`src/rtl/sdio_cmd_sequencer.sv`:
```
// Wishbone master that runs one SD command as ARG write, CMD write, status polling, ARG readback.
// Request-to-response latency is bus-dependent; one transaction in flight, held response stalls new requests.
module sdio_cmd_sequencer #(
  parameter logic [2:0] ADDR_CMD = 3'd0,
  parameter logic [2:0] ADDR_ARG = 3'd1,
  parameter int         BUSY_BIT = 14,
  parameter int         ERR_BIT  = 15,
  parameter int         POLL_GAP = 16,
  parameter int         LGPOLL   = 16
) (
  input  logic        i_clk,
  input  logic        i_reset_n,
  input  logic        i_req_valid,
  output logic        o_req_ready,
  input  logic [31:0] i_req_cmd,
  input  logic [31:0] i_req_arg,
  output logic        o_rsp_valid,
  input  logic        i_rsp_ready,
  output logic [31:0] o_rsp_status,
  output logic [31:0] o_rsp_arg,
  output logic        o_rsp_err,
  output logic        o_rsp_timeout,
  output logic        o_wb_cyc,
  output logic        o_wb_stb,
  output logic        o_wb_we,
  output logic [2:0]  o_wb_addr,
  output logic [31:0] o_wb_data,
  output logic [3:0]  o_wb_sel,
  input  logic        i_wb_stall,
  input  logic        i_wb_ack,
  input  logic [31:0] i_wb_data
);

  typedef enum logic [2:0] {
    S_IDLE, S_WR_ARG, S_WR_CMD, S_GAP, S_RD_STAT, S_CHK, S_RD_ARG, S_RSP
  } state_t;

  localparam int                GW       = (POLL_GAP > 1) ? $clog2(POLL_GAP) : 1;
  localparam logic [GW-1:0]     GAP_LAST = GW'((POLL_GAP > 0) ? (POLL_GAP - 1) : 0);
  localparam logic [LGPOLL-1:0] POLL_MAX = '1;

  state_t              state_q, state_d;
  logic [31:0]         cmd_q, cmd_d;
  logic [31:0]         arg_q, arg_d;
  logic                cyc_q, cyc_d;
  logic                stb_q, stb_d;
  logic                we_q, we_d;
  logic [2:0]          addr_q, addr_d;
  logic [31:0]         wdat_q, wdat_d;
  logic [GW-1:0]       gap_cnt_q, gap_cnt_d;
  logic [LGPOLL-1:0]   poll_cnt_q, poll_cnt_d;
  logic [31:0]         status_q, status_d;
  logic [31:0]         rsp_arg_q, rsp_arg_d;
  logic                timeout_q, timeout_d;

  // Per-state bus transaction descriptor
  logic        in_bus;
  logic        bus_we;
  logic [2:0]  bus_addr;
  logic [31:0] bus_wdat;
  logic        xact_done;

  always_comb begin
    in_bus   = 1'b0;
    bus_we   = 1'b0;
    bus_addr = 3'd0;
    bus_wdat = 32'd0;
    case (state_q)
      S_WR_ARG:  begin in_bus = 1'b1; bus_we = 1'b1; bus_addr = ADDR_ARG; bus_wdat = arg_q; end
      S_WR_CMD:  begin in_bus = 1'b1; bus_we = 1'b1; bus_addr = ADDR_CMD; bus_wdat = cmd_q; end
      S_RD_STAT: begin in_bus = 1'b1; bus_addr = ADDR_CMD; end
      S_RD_ARG:  begin in_bus = 1'b1; bus_addr = ADDR_ARG; end
      default:   ;
    endcase
  end

  always_comb begin
    state_d    = state_q;
    cmd_d      = cmd_q;
    arg_d      = arg_q;
    cyc_d      = cyc_q;
    stb_d      = stb_q;
    we_d       = we_q;
    addr_d     = addr_q;
    wdat_d     = wdat_q;
    gap_cnt_d  = gap_cnt_q;
    poll_cnt_d = poll_cnt_q;
    status_d   = status_q;
    rsp_arg_d  = rsp_arg_q;
    timeout_d  = timeout_q;
    xact_done  = 1'b0;

    // cyc low inside a bus state means the previous cycle ended one; launch now, leaving one idle cycle
    if (in_bus) begin
      if (!cyc_q) begin
        cyc_d  = 1'b1;
        stb_d  = 1'b1;
        we_d   = bus_we;
        addr_d = bus_addr;
        wdat_d = bus_wdat;
      end else begin
        if (stb_q && !i_wb_stall) stb_d = 1'b0;
        if (i_wb_ack) begin
          cyc_d     = 1'b0;
          stb_d     = 1'b0;
          xact_done = 1'b1;
        end
      end
    end

    case (state_q)
      S_IDLE: begin
        if (i_req_valid) begin
          cmd_d     = i_req_cmd;
          arg_d     = i_req_arg;
          rsp_arg_d = 32'd0;
          timeout_d = 1'b0;
          cyc_d     = 1'b1;
          stb_d     = 1'b1;
          we_d      = 1'b1;
          addr_d    = ADDR_ARG;
          wdat_d    = i_req_arg;
          state_d   = S_WR_ARG;
        end
      end
      S_WR_ARG: if (xact_done) state_d = S_WR_CMD;
      S_WR_CMD: begin
        if (xact_done) begin
          gap_cnt_d = '0;
          state_d   = (POLL_GAP == 0) ? S_RD_STAT : S_GAP;
        end
      end
      S_GAP: begin
        if (gap_cnt_q == GAP_LAST) state_d = S_RD_STAT;
        else gap_cnt_d = gap_cnt_q + 1'b1;
      end
      S_RD_STAT: begin
        if (xact_done) begin
          status_d   = i_wb_data;
          poll_cnt_d = poll_cnt_q + 1'b1;
          state_d    = S_CHK;
        end
      end
      S_CHK: begin
        if (!status_q[BUSY_BIT]) begin
          state_d = S_RD_ARG;
        end else if (poll_cnt_q == POLL_MAX) begin
          timeout_d = 1'b1;
          state_d   = S_RSP;
        end else begin
          gap_cnt_d = '0;
          state_d   = (POLL_GAP == 0) ? S_RD_STAT : S_GAP;
        end
      end
      S_RD_ARG: begin
        if (xact_done) begin
          rsp_arg_d = i_wb_data;
          state_d   = S_RSP;
        end
      end
      S_RSP: begin
        if (i_rsp_ready) begin
          poll_cnt_d = '0;
          state_d    = S_IDLE;
        end
      end
      default: state_d = S_IDLE;
    endcase
  end

  always_ff @(posedge i_clk or negedge i_reset_n) begin
    if (!i_reset_n) begin
      state_q    <= S_IDLE;
      cmd_q      <= 32'd0;
      arg_q      <= 32'd0;
      cyc_q      <= 1'b0;
      stb_q      <= 1'b0;
      we_q       <= 1'b0;
      addr_q     <= 3'd0;
      wdat_q     <= 32'd0;
      gap_cnt_q  <= '0;
      poll_cnt_q <= '0;
      status_q   <= 32'd0;
      rsp_arg_q  <= 32'd0;
      timeout_q  <= 1'b0;
    end else begin
      state_q    <= state_d;
      cmd_q      <= cmd_d;
      arg_q      <= arg_d;
      cyc_q      <= cyc_d;
      stb_q      <= stb_d;
      we_q       <= we_d;
      addr_q     <= addr_d;
      wdat_q     <= wdat_d;
      gap_cnt_q  <= gap_cnt_d;
      poll_cnt_q <= poll_cnt_d;
      status_q   <= status_d;
      rsp_arg_q  <= rsp_arg_d;
      timeout_q  <= timeout_d;
    end
  end

  assign o_req_ready   = (state_q == S_IDLE);
  assign o_rsp_valid   = (state_q == S_RSP);
  assign o_rsp_status  = status_q;
  assign o_rsp_arg     = rsp_arg_q;
  assign o_rsp_err     = status_q[ERR_BIT];
  assign o_rsp_timeout = timeout_q;
  assign o_wb_cyc      = cyc_q;
  assign o_wb_stb      = stb_q;
  assign o_wb_we       = we_q;
  assign o_wb_addr     = addr_q;
  assign o_wb_data     = wdat_q;
  assign o_wb_sel      = 4'hf;

endmodule

```
`config.mk`:
```
export PLATFORM = sky130hd
export DESIGN_NAME = sdio_cmd_sequencer
export DESIGN_NICKNAME = d
export VERILOG_FILES = /design/src/rtl/sdio_cmd_sequencer.sv
export SDC_FILE = /design/constraint.sdc
export NUM_CORES = 1
export LEC_CHECK = 0
export BUFFER_PORTS_ARGS = -buffer_cell sky130_fd_sc_hd__buf_2
export CELL_PAD_IN_SITES_DETAIL_PLACEMENT = 0
export CELL_PAD_IN_SITES_GLOBAL_PLACEMENT = 1
export CORE_MARGIN = 2
export CORE_UTILIZATION = 41
export DETAILED_ROUTE_END_ITERATION = 7
export GPL_ROUTABILITY_DRIVEN = 0
export GPL_TIMING_DRIVEN = 0
export PLACE_DENSITY = 0.89
export SLEW_MARGIN = 15
export SYNTH_ARGS = -nofsm -noshare
export SYNTH_HDL_FRONTEND = slang
export SYNTH_SLANG_ARGS = --single-unit
```
`constraint.sdc`:
```
create_clock -name i_clk -period 2.3 [get_ports i_clk]
set_clock_uncertainty 0.15 [all_clocks]
set_input_delay 0.46 -clock i_clk [delete_from_list [all_inputs] [get_ports i_clk]]
set_output_delay 0.46 -clock i_clk [all_outputs]
set_load 0.03 [all_outputs]
```
Yosys cells after proc, flatten, opt, wreduce, memory -nomap -nowiden
Index checks and enable logic that the tools add are counted.
{"block": "classes", "eq_ne": 20, "n_mux": 55, "n_addsub": 2, "n_reduce_logical": 17}
{"cell": "two-way mux 32 bit", "n": 6}
{"cell": "case mux 32 bit (2 select lines)", "n": 2}
{"cell": "two-way mux 3 bit", "n": 13}
{"cell": "two-way mux 16 bit", "n": 2}
{"cell": "case mux 16 bit (2 select lines)", "n": 1}
{"cell": "two-way mux 1 bit", "n": 24}
{"cell": "case mux 3 bit (8 select lines)", "n": 1}
{"cell": "inequality test 2 bit (second input constant)", "n": 10}
{"cell": "adder 16 x 1 -> 16 bit (second input constant)", "n": 1}
{"cell": "== test 16 bit (second input constant)", "n": 1}
{"cell": "two-way mux 4 bit", "n": 4}
{"cell": "== test 3 bit (second input constant)", "n": 4}
{"cell": "case mux 4 bit (3 select lines)", "n": 1}
{"cell": "AND reduction 7 bit", "n": 1}
{"cell": "== test 3 x 2 -> 1 bit (second input constant)", "n": 2}
{"cell": "AND reduction 3 bit", "n": 2}
{"cell": "nonzero test 2 bit", "n": 3}
{"cell": "AND reduction 5 bit", "n": 1}
{"cell": "adder 4 x 1 -> 4 bit (second input constant)", "n": 1}
{"cell": "== test 4 bit (second input constant)", "n": 1}
{"cell": "AND reduction 2 bit", "n": 2}
{"cell": "AND reduction 4 bit", "n": 1}
{"cell": "OR reduction 2 bit", "n": 2}
{"cell": "OR reduction 4 bit", "n": 1}
{"cell": "other kinds (7)", "n": 7}
{"block": "word_totals", "reg_bits": 190, "elab_cells": 107}

Longest topological paths before layout
Gate-level depths: netlist (run 1).
{"block": "logic_depth", "depth_word": 8, "depth_mapped": 10}

Worst setup path before layout (run 1)
No wires, ideal clock.
{"block": "synth_path", "kind": "reg2reg", "from": "reg state_q[0]", "to": "reg wdat_q[15] (netlist: o_wb_data[15])", "stages_incl_launch_ff": 9, "setup_slack_ns": 0.051, "required_time_ns": 2.005, "path_buffers": 2, "setup_ns": 0.145, "period_less_slack_ns": 2.249, "t_arrival_ns": 1.955, "cell_sequence": "dfrtp_1 inv_1 ha_1 nand2b_1 inv_1 and2_1 buf_2 clkbuf_1 o31ai_2"}
{"element": "start, declared", "line_no": "42", "text": "state_t state_q, state_d;"}
{"element": "start signal, assigned", "line_no": "187", "text": "state_q <= state_d;"}
{"element": "zero test 3 bit"}
{"element": "via o_req_ready", "line_no": "14", "text": "output logic o_req_ready,"}
{"element": "two-way mux 32 bit", "line_no": "111", "text": "case (state_q)"}
{"element": "via wdat_d[15]", "line_no": "49", "text": "logic [31:0] wdat_q, wdat_d;"}
{"element": "end signal, assigned", "line_no": "194", "text": "wdat_q <= wdat_d;"}
{"element": "end, declared", "line_no": "49"}
The timed path passes the listed nets, and every way through them passes these cells.
A chain may end at the register's enable or synchronous reset.

Worst setup path after layout (run 1)
{"block": "layout_path", "from": "reg state_q[0]", "to": "out o_rsp_valid"}
{"block": "layout_between", "elab_chain_len": 1}
{"element": "== test 3 bit", "line_no": "204", "text": "assign o_rsp_valid = (state_q == S_RSP);"}
{"element": "end, declared", "line_no": "17", "text": "output logic o_rsp_valid,"}
No other way between the ends.

==> results_dict.tcl, run 1 <==
set metrics [dict create \
    status "complete, no violations" \
    cell_count_after_synthesis 808 \
    critical_path_required_ns 1.69 \
    post_drt_via_cell_ratio 5.115 \
    synth_largest_area_cell "sky130_fd_sc_hd__dfrtp_1" \
    first_global_vias 6623 \
    detailedPlacementHpwl_um 15360 \
    worstSetupStartpointType "flip-flop" \
    timing.critical_path.fanout_max 8 \
    post_route_cells_drive_above_1_share_pct 37.65 \
    grt_pass1_wl_um 34820 \
    peakVddDrop_v 0.0007388 \
    top_level_ports 212 \
    timing.max_cap.violations 0 \
    detailroute.via_count 6828 \
    cts_sinks 190 \
    dieHeight_um 146.8 \
    timing.max_slew.rel_slack_pct 50.89 \
    synth.yosys.warnings 0 \
    min-delay-path-class "in -> reg" \
    worstPathCellList "ha_2, nand2_1, inv_2, buf_2" \
    synth-seq-cells 190 \
    clk_pin_slew_worst_paths_ns 0.07 \
    cts_h_tree_depth 4 \
    grt.overflow.total 0 \
    fp.dieArea_um2 21540 \
    synth.top_cells.by_area "sky130_fd_sc_hd__dfrtp_1, sky130_fd_sc_hd__nand2_1, sky130_fd_sc_hd__a221oi_2, sky130_fd_sc_hd__mux2_2, sky130_fd_sc_hd__o31ai_2" \
    fmax_mhz 440.5 \
    maximum_buffer_depth_of_the_clock_tree 2 \
    area_growth_syn_to_layout_pct 28.84 \
    fin_setup_tns_ns 0 \
    syn_avg_cell_area_um2 10.34 \
    power_density_nw_per_um2 1407 \
    timing.setup.critical_path_class "reg -> out" \
    grt_setup_unrepaired "yes" \
    final-setup-viol-count 0 \
    starting_drc_count_in_detailed_routing 357 \
    drt-wirelength-per-cell_um 16.62 \
    finalWorstPathRequiredPeriod_ns 2.270 \
    critPathArrivalTime_ns 1.66 \
    seq_area_frac_synth_pct 56.89 \
    number_of_antenna_violating_nets_in_the_routed_design 0 \
    worstSkewPairLatency_ns 0.43 \
    final_hold_viol_count 0 \
    timing.critical_path.slowest_cell_delay_ns 0.41 \
    timing.final.crit_share_pct 98.70 \
    grt_antenna_before_repair 0 \
    fin_cells 1335 \
    io_buffers 207 \
    post-synth-top-area-fraction_pct 56.89 \
    effective_utilization_at_floorplan_pct 41.57 \
    die_width_um 146.8 \
    design.final.nets 1160 \
    worst-slew-pin-transition_ns 0.7367 \
    end_kind "primary output" \
    drcViolationCount 0 \
    insertedDiodeCount 0 \
    design_power_total_uw 15150 \
    report.final.slew_viol_count 0 \
    critical-path-slowest-cell "sky130_fd_sc_hd__dfrtp_1" \
    design.core.area_um2 20100 \
    power.static_leakage_uw 0.005445 \
    placedCellCount 1289 \
    global_route.usage.total_pct 20.33 \
    total_cts_buffers 17 \
    ys_types 46 \
    cts_tree "done" \
    synthesis.area_um2 8357 \
    clock_tree.root_cell "sky130_fd_sc_hd__clkbuf_16" \
    detail_route.wirelength_um 22190 \
    grt_start_max_net_pins 98 \
    first_pass_iters 4 \
    placement_rows 52 \
]
## layout by cell type (no fill, tap or decap), types with 4 or more instances in the layout
cell type and instances:
sky130_fd_sc_hd__nand2_1 275, sky130_fd_sc_hd__buf_2 213, sky130_fd_sc_hd__dfrtp_1 189, sky130_fd_sc_hd__nor2_1 47, sky130_fd_sc_hd__o21ai_0 44, sky130_fd_sc_hd__mux2_2 33, sky130_fd_sc_hd__buf_4 27, sky130_fd_sc_hd__o31ai_2 26
sky130_fd_sc_hd__a221oi_2 20, sky130_fd_sc_hd__clkbuf_16 19, sky130_fd_sc_hd__o31ai_1 13, sky130_fd_sc_hd__nand3_1 11, sky130_fd_sc_hd__clkbuf_1 9, sky130_fd_sc_hd__clkbuf_2 8, sky130_fd_sc_hd__clkbuf_4 7, sky130_fd_sc_hd__xnor2_1 7
sky130_fd_sc_hd__nand2b_1 6, sky130_fd_sc_hd__a221oi_4 6, sky130_fd_sc_hd__a221oi_1 6, sky130_fd_sc_hd__nor3_1 5, sky130_fd_sc_hd__inv_6 5, sky130_fd_sc_hd__inv_2 4, sky130_fd_sc_hd__and3_1 4, sky130_fd_sc_hd__nor2b_1 4
sky130_fd_sc_hd__and4_1 4, sky130_fd_sc_hd__inv_1 4, sky130_fd_sc_hd__o21ai_1 4, sky130_fd_sc_hd__conb_1 4
## state kept, by name, summed over array words and instances, names as in the netlist
register       count
state_q            3
cmd_q             32
o_wb_addr          3
o_wb_we            1
o_wb_cyc           1
o_rsp_arg         32
o_rsp_status      32
o_wb_data         32
o_wb_stb           1
poll_cnt_q        16
o_rsp_timeout      1
arg_q             32
gap_cnt_q          4
## Yosys cell counts (all sizes together)
library cell	number
a2111oi	1
a211oi	1
a21boi	1
a21o	1
a21oi	4
a221oi	32
a31oi	2
and2	3
and3	4
and4	4
buf	33
clkbuf	20
conb	1
dfrtp	190
ha	6
inv	8
mux2	33
mux2i	1
nand2	275
nand2b	6
nand3	11
nand4	1
nor2	49
nor2b	5
nor3	5
nor4	3
o2111ai	1
o211ai	3
o21ai	48
o221a	1
o221ai	2
o2bb2ai	1
o31ai	39
o41ai	1
or2	2
or3	3
xnor2	7
## timing repair
action,CTS,global route
resized for setup,22,45
setup buffers,1,10
hold buffers,1,0
setup endpoints to repair,125,135
hold endpoints to repair,93,0
pin swaps,1,2
cloned,0,3
## worst max-delay path, delay by kind of cell, from the launching register on
| kind | cells | cell delay (ns) |
|---|---|---|
| fa+ha+maj | 1 | 0.29 |
| buf+inv | 2 | 0.36 |
| flops | 1 | 0.41 |
| simple gates | 1 | 0.17 |
## through the flow
step | setup slack [ns] | util [%] | cell area [µm²] | hold WS [ns]
2_1_floorplan | 0.05065 | - | 8368 | 0.01441
3_3_place_gp | -2.587 | 48.46 | 9742 | 0.3074
3_5_place_dp | -0.2682 | 48.64 | 9779 | 0.3146
4_1_cts | -0.02447 | 52.05 | 10460 | 0.05989
5_1_grt | -0.06277 | 53.55 | 10770 | 0.06434
6_report | 0.02997 | 53.55 | 10770 | 0.07627
## report_power, final
| group | switching (µW) | internal, µW | total (µW) |
|---|---|---|---|
| Combinational | 4150 | 2450 | 6600 |
| Clock | 1370 | 1750 | 3130 |
| Sequential | 829 | 4590 | 5420 |
## final timing paths
| kind | startpoint | end | slack [ns] | depth (start not counted) |
|---|---|---|---|---|
| min in group asynchronous | i_reset_n | o_rsp_status[28] | 0.51 | 2 |
| max in group asynchronous | i_reset_n | arg_q[3] | 0.58 | 3 |
| hold reg to reg | o_rsp_arg[31] | o_rsp_arg[31] | 0.33 | 2 |
| setup / recovery | state_q[0] | o_rsp_valid | 0.03 | 4 |
| setup reg to reg | state_q[1] | o_wb_data[29] | 0.07 | 10 |
| hold / removal | i_req_cmd[9] | cmd_q[9] | 0.08 | 3 |
## cell type report
class / instances / area (µm²)
Clock buffer: 17 / 425.4
Multi-Input combinational cell: 560 / 3438
Tap cell: 270 / 337.8
Timing Repair Buffer: 223 / 1224
Clock inverter: 15 / 195.2
Fill cell: 1763 / 9338
Sequential cell: 190 / 4756
Buffer: 52 / 360.3
Inverter: 8 / 30.03
## cell families (layout without fill, tap and decap cells)
group,after synthesis,count (layout),synth area share [%]
buffers and inverters,61,315,3.758
AND/OR/NAND/NOR,371,371,17.95
other,1,4,0.04487
adder cells (fa/ha/maj),6,6,0.8983
flip-flops,190,190,56.89
multiplexers,34,34,4.567
XOR/XNOR,7,7,0.7337
AO/OA/AOI/OAI,138,138,15.15
## routing by layer
layer  GRT usage, %  share of wire (%)
met5              0                  0
met4          6.699                2.3
met3          3.851                4.5
met2          33.36                 49
met1          27.41                 45
No activity file was read; power rests on OpenSTA's default activity.
==> run 2: changes to the inputs <==
--- a/config.mk
+++ b/config.mk
@@ -14,6 +14,7 @@
 export GPL_ROUTABILITY_DRIVEN = 0
 export GPL_TIMING_DRIVEN = 0
 export PLACE_DENSITY = 0.89
+export REMOVE_ABC_BUFFERS = 1
 export SLEW_MARGIN = 15
 export SYNTH_ARGS = -nofsm -noshare
 export SYNTH_HDL_FRONTEND = slang
==> run 2 against run 1 <==
Against the previous run:
- clock power is 6.7% lower
- clock-buffer cell count up 2
- total power shrank 2.5%
- cell count shrank 2.5%
- core utilization shrank 0.61 points
- die area did not move
- critical path type is now reg -> reg
- fmax increased by 2.1%
==> results_dict.tcl, run 2 (synthesis gave the netlist of run 1 again) <==
set metrics [dict create \
    timing.hold.worst.start "i_req_cmd[10]" \
    report.final.slew_viol_count 0 \
    die_width_um 146.8 \
    maximum_buffer_depth_of_the_clock_tree 2 \
    peakVddDrop_v 0.001054 \
    cts_sinks 190 \
    post_drt_via_cell_ratio 5.087 \
    critical_path_required_ns 2.48 \
    clock_power_share_pct 19.7 \
    worstSkewPairLatency_ns 0.43 \
    fmax_mhz 450.0 \
    starting_drc_count_in_detailed_routing 353 \
    timing.max_slew.rel_slack_pct 51.00 \
    end_kind "flip-flop" \
    power.static_leakage_uw 0.005336 \
    critPathArrivalTime_ns 2.40 \
    post_route_cells_drive_above_1_share_pct 37.54 \
    timing.max_cap.violations 0 \
    io_buffers 207 \
    area.sequential_um2 4760 \
    clk_pin_slew_worst_paths_ns 0.07 \
    dieHeight_um 146.8 \
    power.combinational.fraction_pct 43.7 \
    top_level_ports 212 \
    r2r-start "state_q[1]" \
    drt-wirelength-per-cell_um 16.49 \
    holdWs_ns 0.06871 \
    cts_tree "done" \
    design.core.area_um2 20100 \
    first_global_vias 6484 \
    final_cell_mix "sky130_fd_sc_hd__nand2_1, sky130_fd_sc_hd__buf_2, sky130_fd_sc_hd__dfrtp_1" \
    design.final.nets 1126 \
    multi_input_area_um2 3473 \
    leading_cell_type_in_the_layout_fill_and_taps_excluded "sky130_fd_sc_hd__nand2_1" \
    area_growth_syn_to_layout_pct 27.37 \
    detailedPlacementHpwl_um 13350 \
    cts_h_tree_depth 4 \
    grt.overflow.total 0 \
    reg2reg_slack_ns 0.08 \
    final-setup-viol-count 0 \
    grt_start_max_net_pins 99 \
    grt_antenna_before_repair 1 \
    switching_share_pct 42.20 \
    worstSetupStartpointType "flip-flop" \
    timing.critical_path.fanout_max 8 \
    detail_route.wirelength_um 21470 \
    detailedPlace.worstSlack_ns -0.5807 \
    worstSetupStartpoint "state_q[1]" \
    internal_power_summed_over_all_cells_uw 8537 \
    grt_setup_unrepaired "yes" \
    grt_pass1_wl_um 33890 \
    final_hold_viol_count 0 \
    switchingPower_uw 6232 \
    timing.reg2reg.worst_path_depth 6 \
    design_power_total_uw 14770 \
    worst-slew-pin-transition_ns 0.7351 \
    drcViolationCount 0 \
    placement_rows 52 \
    clock_tree.root_cell "sky130_fd_sc_hd__clkbuf_16" \
    total_cts_buffers 17 \
    finalWorstPathRequiredPeriod_ns 2.222 \
    effective_utilization_at_floorplan_pct 41.57 \
    fp.dieArea_um2 21540 \
    timing.hold.worst_path_depth 3 \
    timing.final.crit_share_pct 96.63 \
    min-delay-path-class "in -> reg" \
    global_route.usage.total_pct 19.54 \
    number_of_antenna_violating_nets_in_the_routed_design 0 \
    flop_pwr_share_pct 36.6 \
    timing.setup.critical_path_class "reg -> reg" \
    detailroute.via_count 6623 \
    num-fill-cells 1800 \
    first_pass_iters 4 \
    finalWorstSetupSlack_ns 0.07761 \
    power_density_nw_per_um2 1388 \
    status "complete, no violations" \
    fin_setup_tns_ns 0 \
]
==> run 2: final cells by class <==
type                    count  share of cell area [%]
diodes                      1                 0.02351
clock buffers              19                   4.255
clock inverters            13                   1.211
inverters                   8                  0.2821
multi-input cells         563                   32.63
flip-flops and latches    190                   44.72
well taps                 270                   3.174
repair buffers            238                   13.71
==> run 2: layer usage <==
layer	track usage [%]	vias to the layer above	wire length (µm)
met5	0	-	0
met4	6.990	0	437
met3	2.981	24	746
met2	31.71	146	10400
met1	26.84	3277	9877
li1	-	3176	-
==> run 2: metrics by stage <==
step,cell area (µm²),instances,utilization [%]
global route,10640,1302,52.94
detailed placement,9732,1244,48.41
global placement,9458,1235,47.04
floorplan,8084,758,-
finish,10640,1302,52.94
CTS,10480,1291,52.12
==> run 2: power by group through the flow <==
stage	sequential [µW]	clock, µW	combinational, µW
global route	5560	3130	6960
global placement	5350	0	5670
CTS	5360	2980	6280
floorplan	6670	0	2770
detailed placement	5410	0	6040
finish	5400	2920	6450
==> run 2: worst max-delay path: stages, from the launching register on <==
cell and delay [ns]:
sky130_fd_sc_hd__dfrtp_2 0.45, sky130_fd_sc_hd__ha_2 0.24, sky130_fd_sc_hd__and4_1 0.22, sky130_fd_sc_hd__o41ai_2 0.42
sky130_fd_sc_hd__o221ai_4 0.20, sky130_fd_sc_hd__or2_4 0.27, sky130_fd_sc_hd__o31ai_1 0.18
==> run 2: path summary, 6_finish.rpt <==
kind,end
max,gap_cnt_q[3]
min,cmd_q[10]
max reg2reg,gap_cnt_q[3]
min reg2reg,o_rsp_arg[10]
max in group asynchronous,o_wb_data[26]
min in group asynchronous,o_wb_data[2]
==> run 2: what timing repair did <==
| action | 4_1_cts | 5_1_grt |
|---|---|---|
| resized for setup | 12 | 18 |
| endpoints found under the setup margin | 133 | 91 |
| hold endpoints to repair | 92 | 0 |
| hold buffers | 1 | 0 |
| setup buffers | 12 | 8 |
| cloned | 2 | 2 |
| pin swaps | 3 | 5 |
